<file path="src/rtl/mix_round_engine_if.sv">
// mix_round_engine_if: seed/result valid-ready channels of the mixing engine.
interface mix_round_engine_if #(
   parameter int WIDTH = 32,
   parameter int LANES = 8
);
   logic                   in_valid;
   logic                   in_ready;
   logic [LANES*WIDTH-1:0] in_data;
   logic                   out_valid;
   logic                   out_ready;
   logic [LANES*WIDTH-1:0] out_data;
   modport master (output in_valid, in_data, out_ready, input in_ready, out_valid, out_data);
   modport slave (input in_valid, in_data, out_ready, output in_ready, out_valid, out_data);
endinterface

</file>
<file path="src/rtl/mix_round_engine.sv">
// mix_round_engine: iterative LANES x WIDTH mixer, one full round per clock, valid/ready job handshake.
// Define MIX_FINAL_MUL_EN to add the FINAL per-lane multiply state between RUN and DONE.
module mix_round_engine #(
   parameter int WIDTH  = 32,
   parameter int LANES  = 8,
   parameter int ROUNDS = 8,
   parameter int SHL    = 16,
   parameter int SHR_A  = 17,
   parameter int SHR_B  = 12
) (
   input  logic              clk,
   input  logic              rst_n,
   input  logic              flush,
   mix_round_engine_if.slave bus,
   output logic              busy,
   output logic [7:0]        round_cnt
);
   localparam int IW = $clog2(LANES);
   typedef logic [LANES-1:0][WIDTH-1:0] lanes_t;
   typedef enum logic [1:0] {IDLE, RUN, FINAL, DONE} state_t;
   state_t state;
   lanes_t lanes;
   logic   ready;
   logic   valid;
   assign bus.in_ready  = ready;
   assign bus.out_valid = valid;
   assign bus.out_data  = lanes;
   function automatic logic [IW-1:0] idx(int k);
      return IW'(k % LANES);
   endfunction
   // Each pass walks the lanes in order, so later lanes see values already updated in this pass.
   function automatic lanes_t mix(lanes_t v);
      lanes_t o = v;
      for (int i = 0; i < LANES; i++)
         o[idx(i)] = o[idx(i)] + o[idx(i + 1)] - o[idx(i + 5)];
      for (int i = 0; i < LANES; i++)
         o[idx(i)] = o[idx(i)] ^ (o[idx(i + 3)] << SHL);
      for (int i = 0; i < LANES; i++)
         o[idx(i)] = o[idx(i)] - (o[idx(i + 2)] >> SHR_A) + (o[idx(i + 4)] >> SHR_B);
      return o;
   endfunction
`ifdef MIX_FINAL_MUL_EN
   function automatic lanes_t fin(lanes_t v);
      lanes_t o;
      for (int i = 0; i < LANES; i++)
         o[idx(i)] = v[idx(i)] * WIDTH'(2 * i + 3) + WIDTH'(i * i);
      return o;
   endfunction
`endif
   always_ff @(posedge clk or negedge rst_n) begin
      if (!rst_n) begin
         state     <= IDLE;
         lanes     <= '0;
         ready     <= 1'b0;
         valid     <= 1'b0;
         busy      <= 1'b0;
         round_cnt <= 8'd0;
      end else if (flush) begin
         state     <= IDLE;
         ready     <= 1'b1;
         valid     <= 1'b0;
         busy      <= 1'b0;
         round_cnt <= 8'd0;
      end else begin
         case (state)
            IDLE: begin
               if (bus.in_valid && ready) begin
                  lanes     <= bus.in_data;
                  round_cnt <= 8'd0;
                  state     <= RUN;
                  ready     <= 1'b0;
                  busy      <= 1'b1;
               end else begin
                  ready <= 1'b1;
               end
            end
            RUN: begin
               lanes     <= mix(lanes);
               round_cnt <= round_cnt + 8'd1;
               if (round_cnt == 8'(ROUNDS - 1)) begin
`ifdef MIX_FINAL_MUL_EN
                  state <= FINAL;
`else
                  state <= DONE;
                  busy  <= 1'b0;
                  valid <= 1'b1;
`endif
               end
            end
`ifdef MIX_FINAL_MUL_EN
            FINAL: begin
               lanes <= fin(lanes);
               state <= DONE;
               busy  <= 1'b0;
               valid <= 1'b1;
            end
`endif
            DONE: begin
               if (bus.out_ready) begin
                  state <= IDLE;
                  valid <= 1'b0;
                  ready <= 1'b1;
               end
            end
            default: state <= IDLE;
         endcase
      end
   end
endmodule

</file>
<file path="src/flat_wrapper.sv">
// flat-port wrapper written by rule: the top's interface ports become plain ports
module mix_round_engine_flat 
#(
   parameter int WIDTH  = 32,
   parameter int LANES  = 8,
   parameter int ROUNDS = 8,
   parameter int SHL    = 16,
   parameter int SHR_A  = 17,
   parameter int SHR_B  = 12
)
  (clk, rst_n, flush, busy, round_cnt, bus_in_valid, bus_in_data, bus_out_ready, bus_in_ready, bus_out_valid, bus_out_data);
  mix_round_engine_if #(.WIDTH(WIDTH), .LANES(LANES)) bus_i ();
  input  logic clk;
  input  logic rst_n;
  input  logic flush;
  output logic busy;
  output logic [7:0] round_cnt;
  input wire logic [$bits(bus_i.in_valid)-1:0] bus_in_valid;
  input wire logic [$bits(bus_i.in_data)-1:0] bus_in_data;
  input wire logic [$bits(bus_i.out_ready)-1:0] bus_out_ready;
  output wire logic [$bits(bus_i.in_ready)-1:0] bus_in_ready;
  output wire logic [$bits(bus_i.out_valid)-1:0] bus_out_valid;
  output wire logic [$bits(bus_i.out_data)-1:0] bus_out_data;
  assign bus_i.in_valid = bus_in_valid;
  assign bus_i.in_data = bus_in_data;
  assign bus_i.out_ready = bus_out_ready;
  assign bus_in_ready = bus_i.in_ready;
  assign bus_out_valid = bus_i.out_valid;
  assign bus_out_data = bus_i.out_data;
  mix_round_engine #(.WIDTH(WIDTH), .LANES(LANES), .ROUNDS(ROUNDS), .SHL(SHL), .SHR_A(SHR_A), .SHR_B(SHR_B)) u_core (.clk(clk), .rst_n(rst_n), .flush(flush), .bus(bus_i), .busy(busy), .round_cnt(round_cnt));
endmodule
</file>
<file path="config.mk">
export PLATFORM = sky130hd
export DESIGN_NAME = mix_round_engine_flat
export DESIGN_NICKNAME = d
export VERILOG_FILES = /design/src/rtl/mix_round_engine_if.sv /design/src/rtl/mix_round_engine.sv /design/src/flat_wrapper.sv
export SDC_FILE = /design/constraint.sdc
export NUM_CORES = 2
export LEC_CHECK = 0
export ABC_CLOCK_PERIOD_IN_PS = 20600
export BUFFER_PORTS_ARGS = -buffer_cell sky130_fd_sc_hd__buf_2
export CAP_MARGIN = 0
export CORE_MARGIN = 10
export CORE_UTILIZATION = 40
export CTS_CLUSTER_DIAMETER = 60
export DETAILED_ROUTE_END_ITERATION = 7
export MAX_ROUTING_LAYER = met4
export RECOVER_POWER = 50
export SLEW_MARGIN = 15
export SYNTH_ARGS = -nofsm -noshare
export SYNTH_HDL_FRONTEND = slang
export SYNTH_SLANG_ARGS = --single-unit
export TNS_END_PERCENT = 100
</file>
<file path="constraint.sdc">
create_clock -name clk -period 20.6 [get_ports clk]
set_input_delay 6.18 -clock clk [delete_from_list [all_inputs] [get_ports clk]]
set_output_delay 6.18 -clock clk [all_outputs]
set_load 0.1 [all_outputs]
</file>
==> results.md <==
- Hold WC Path Type: register to register
- Avg Inst Size Synth: 8.160 um2
- Avg WL per Cell: approximately 37 um
- Final Hold Fails: 0
- R2r setup slk: 3.85 ns
- Synth Warn #: 0
- Failing checks: capacitance limit, slew limit
- Initial Utilization: 0.4036
- Critical path capture point type: register
- Layout net count: 7,449
- First-pass GRT wire length: 388.8 mm
- Vias in the first global route: 45,730
- CTS sink count: 269
- Worst clock skew: 0.03243 ns
- Post-CTS Hold Buffers: 0
- Slew HR: -2.511
- Post-synthesis sequential element count: 269
- Vias: just under 50,000
- Clock Pin Slew Worst Setup and Hold Paths: 0.06 ns
- Slew at the pin closest to its max-slew limit: 5.267 ns
- # Max-Cap Violations: 7
- IO Count: roughly 530
- R2R cell count: 59
- Maximum level of the CTS H-tree: 2
- FF-to-FF End: u_core.bus.out_data[255]
- Largest net degree at the start of global routing: ~90
- Initial DRC Count: 6,608
- Via density: 6.151
- DIE WIDTH: 360.1 um
- Async SR Flop Fraction: 1.000
- Synth Instances: 5,670
- Layout cells sized above 1: 0.1139
- Crit path capture: u_core.bus.out_data[255]
- Die ar.: approximately 0.13 mm2
- Most common cell after layout, fill and taps aside: inv_1
- Mapped Nets: 6,849
- CP max stage cell: xor2_1
- Run status: finished, violations left
- Sequential-to-total area share from yosys stat: 0.1455
- Clk_lat worst skew: 0.66 ns
- Final ANT Viol Nets: 0
- Post-DP HPWL: 255.6 mm
- Hold_sp: u_core.bus.out_data[173]
- FF-to-FF Start: u_core.bus.out_data[64]
- Total GRT Usage: 0.4463
- Post-CTS setup buffers: 0
- Setup violations, final: 0
- Post-synth top flop: dfrtp_1
- CTS root buf: clkbuf_16
- Crit Path Class: register to register
- Die Ht: between 300 and 400 um
- CTS Buf Count: 46
- DR DRC count: 0
- Worst-path fanout max: 6
- Syn-to-layout area delta: 15.11%
- Unique masters post-synth: 81
- Worst path required time: 21.13 ns
- CTS resizes: 0
- Port bufs: 527
- Global route overflow: 0
- RSZ-0062 raised after global routing: false
- Setup crit start: u_core.bus.out_data[64]
- Fin crit period: 16.75 ns
- Fin crit share: 0.8129
- Final RePlAce weighted congestion: 1.133
- Post-Syn Area: 0.04627 mm2
- Detailed Route WL: 292.8 mm
- CTS tree: done
- WP data arrival: 17.28 ns
- Most frequent cells in the layout: 982 x inv_1, 559 x ha_1, 487 x a21oi_1
- Worst path max stage delay: 0.97 ns
- Total negative setup slack: 0 ns
- Worst Hold Slack: 0.4871 ns
- Final Max Tran Viols: 406
- DR pass1 iterations: 6
- Total core area: 0.1147 mm2
- Core Util, Final: 0.4645
- Post-synth EDFFs: 0
- Clock buffer depth: 3
- Row cnt: 124
- Layout fillers: 11,660
- CP startpoint kind: register
- Max Freq: 59.72 MHz
- Initial antenna violation count: 25
==> state kept, by name, indices dropped and copies added (netlist names) <==
register,count
u_core.state,2
u_core.bus.in_ready,1
u_core.busy,1
u_core.bus.out_valid,1
u_core.round_cnt,8
u_core.bus.out_data,256
==> worst min path at each step <==
stage	cells past startpoint	slack [ns]	end
CTS	2	0.49	u_core.bus.out_data[173]
floorplan	3	0.67	u_core.state[1]
finish	2	0.49	u_core.bus.out_data[173]
global placement	2	0.47	u_core.bus.out_data[171]
global route	2	0.53	u_core.bus.out_data[171]
detailed placement	2	0.48	u_core.bus.out_data[173]
==> worst max-delay path: cells and delay by family (launching register included) <==
kind	cells	cell delay [ns]
buffers and inverters	6	0.74
adder cells (fa/ha/maj)	11	4.46
AO/OA/AOI/OAI	28	7.25
XOR/XNOR	5	2.43
flip-flops	1	0.41
AND/OR/NAND/NOR	9	1.32
==> layout make-up <==
cell class | count | area, um2 | area share
clock inverter | 25 | 287.8 | 0.005403
timing repair buffer | 676 | 3580 | 0.06721
multi-input combinational | 4295 | 35790 | 0.6720
sequential | 269 | 6731 | 0.1264
tap | 1512 | 1892 | 0.03552
inverter | 982 | 3686 | 0.06921
antenna | 17 | 42.54 | 0.0007987
clock buffer | 57 | 1252 | 0.02352
==> synth_stat cells, drive strengths merged, types with 86 or more instances <==
| cell | count | area share |
|---|---|---|
| nand2 | 324 | 0.026 |
| a21o | 215 | 0.035 |
| dfrtp | 269 | 0.15 |
| xor2 | 219 | 0.041 |
| o21ai | 320 | 0.035 |
| inv | 982 | 0.080 |
| clkbuf | 107 | 0.0087 |
| ha | 559 | 0.15 |
| a21oi | 488 | 0.053 |
| nor2 | 322 | 0.026 |
| xnor2 | 381 | 0.072 |
| nand3 | 86 | 0.0093 |
| fa | 359 | 0.16 |
==> cell families (layout without fill, tap and decap cells) <==
logic type | Yosys count | in the layout | synth area share
compound gates | 1618 | 1618 | 0.2232
xor+xnor | 606 | 606 | 0.1166
fa+ha+maj | 918 | 918 | 0.3065
buf+inv | 1106 | 1740 | 0.08975
flops | 269 | 269 | 0.1455
mux | 5 | 5 | 0.001082
other cells | 0 | 17 | 0
simple gates | 1148 | 1148 | 0.1174
==> stage by stage <==
stage	area (um2)	setup slack, ns	std cells
3_5_place_dp	51850	4.221	7733
3_3_place_gp	51750	3.165	7730
4_1_cts	53390	4.181	7815
2_1_floorplan	46270	7.193	5670
6_report	53260	3.855	7833
5_1_grt	53250	3.529	7828
==> layer usage <==
layer	global-route usage	share of wire	vias up
met3	0.1110	0.12	624
met4	0.2708	0.079	0
li1	-	-	20480
met1	0.5680	0.39	23750
met5	-	0	-
met2	0.6321	0.41	3335
Power is not shown: default switching activity piles up to over one toggle a cycle in this logic, so the estimate is an artifact.
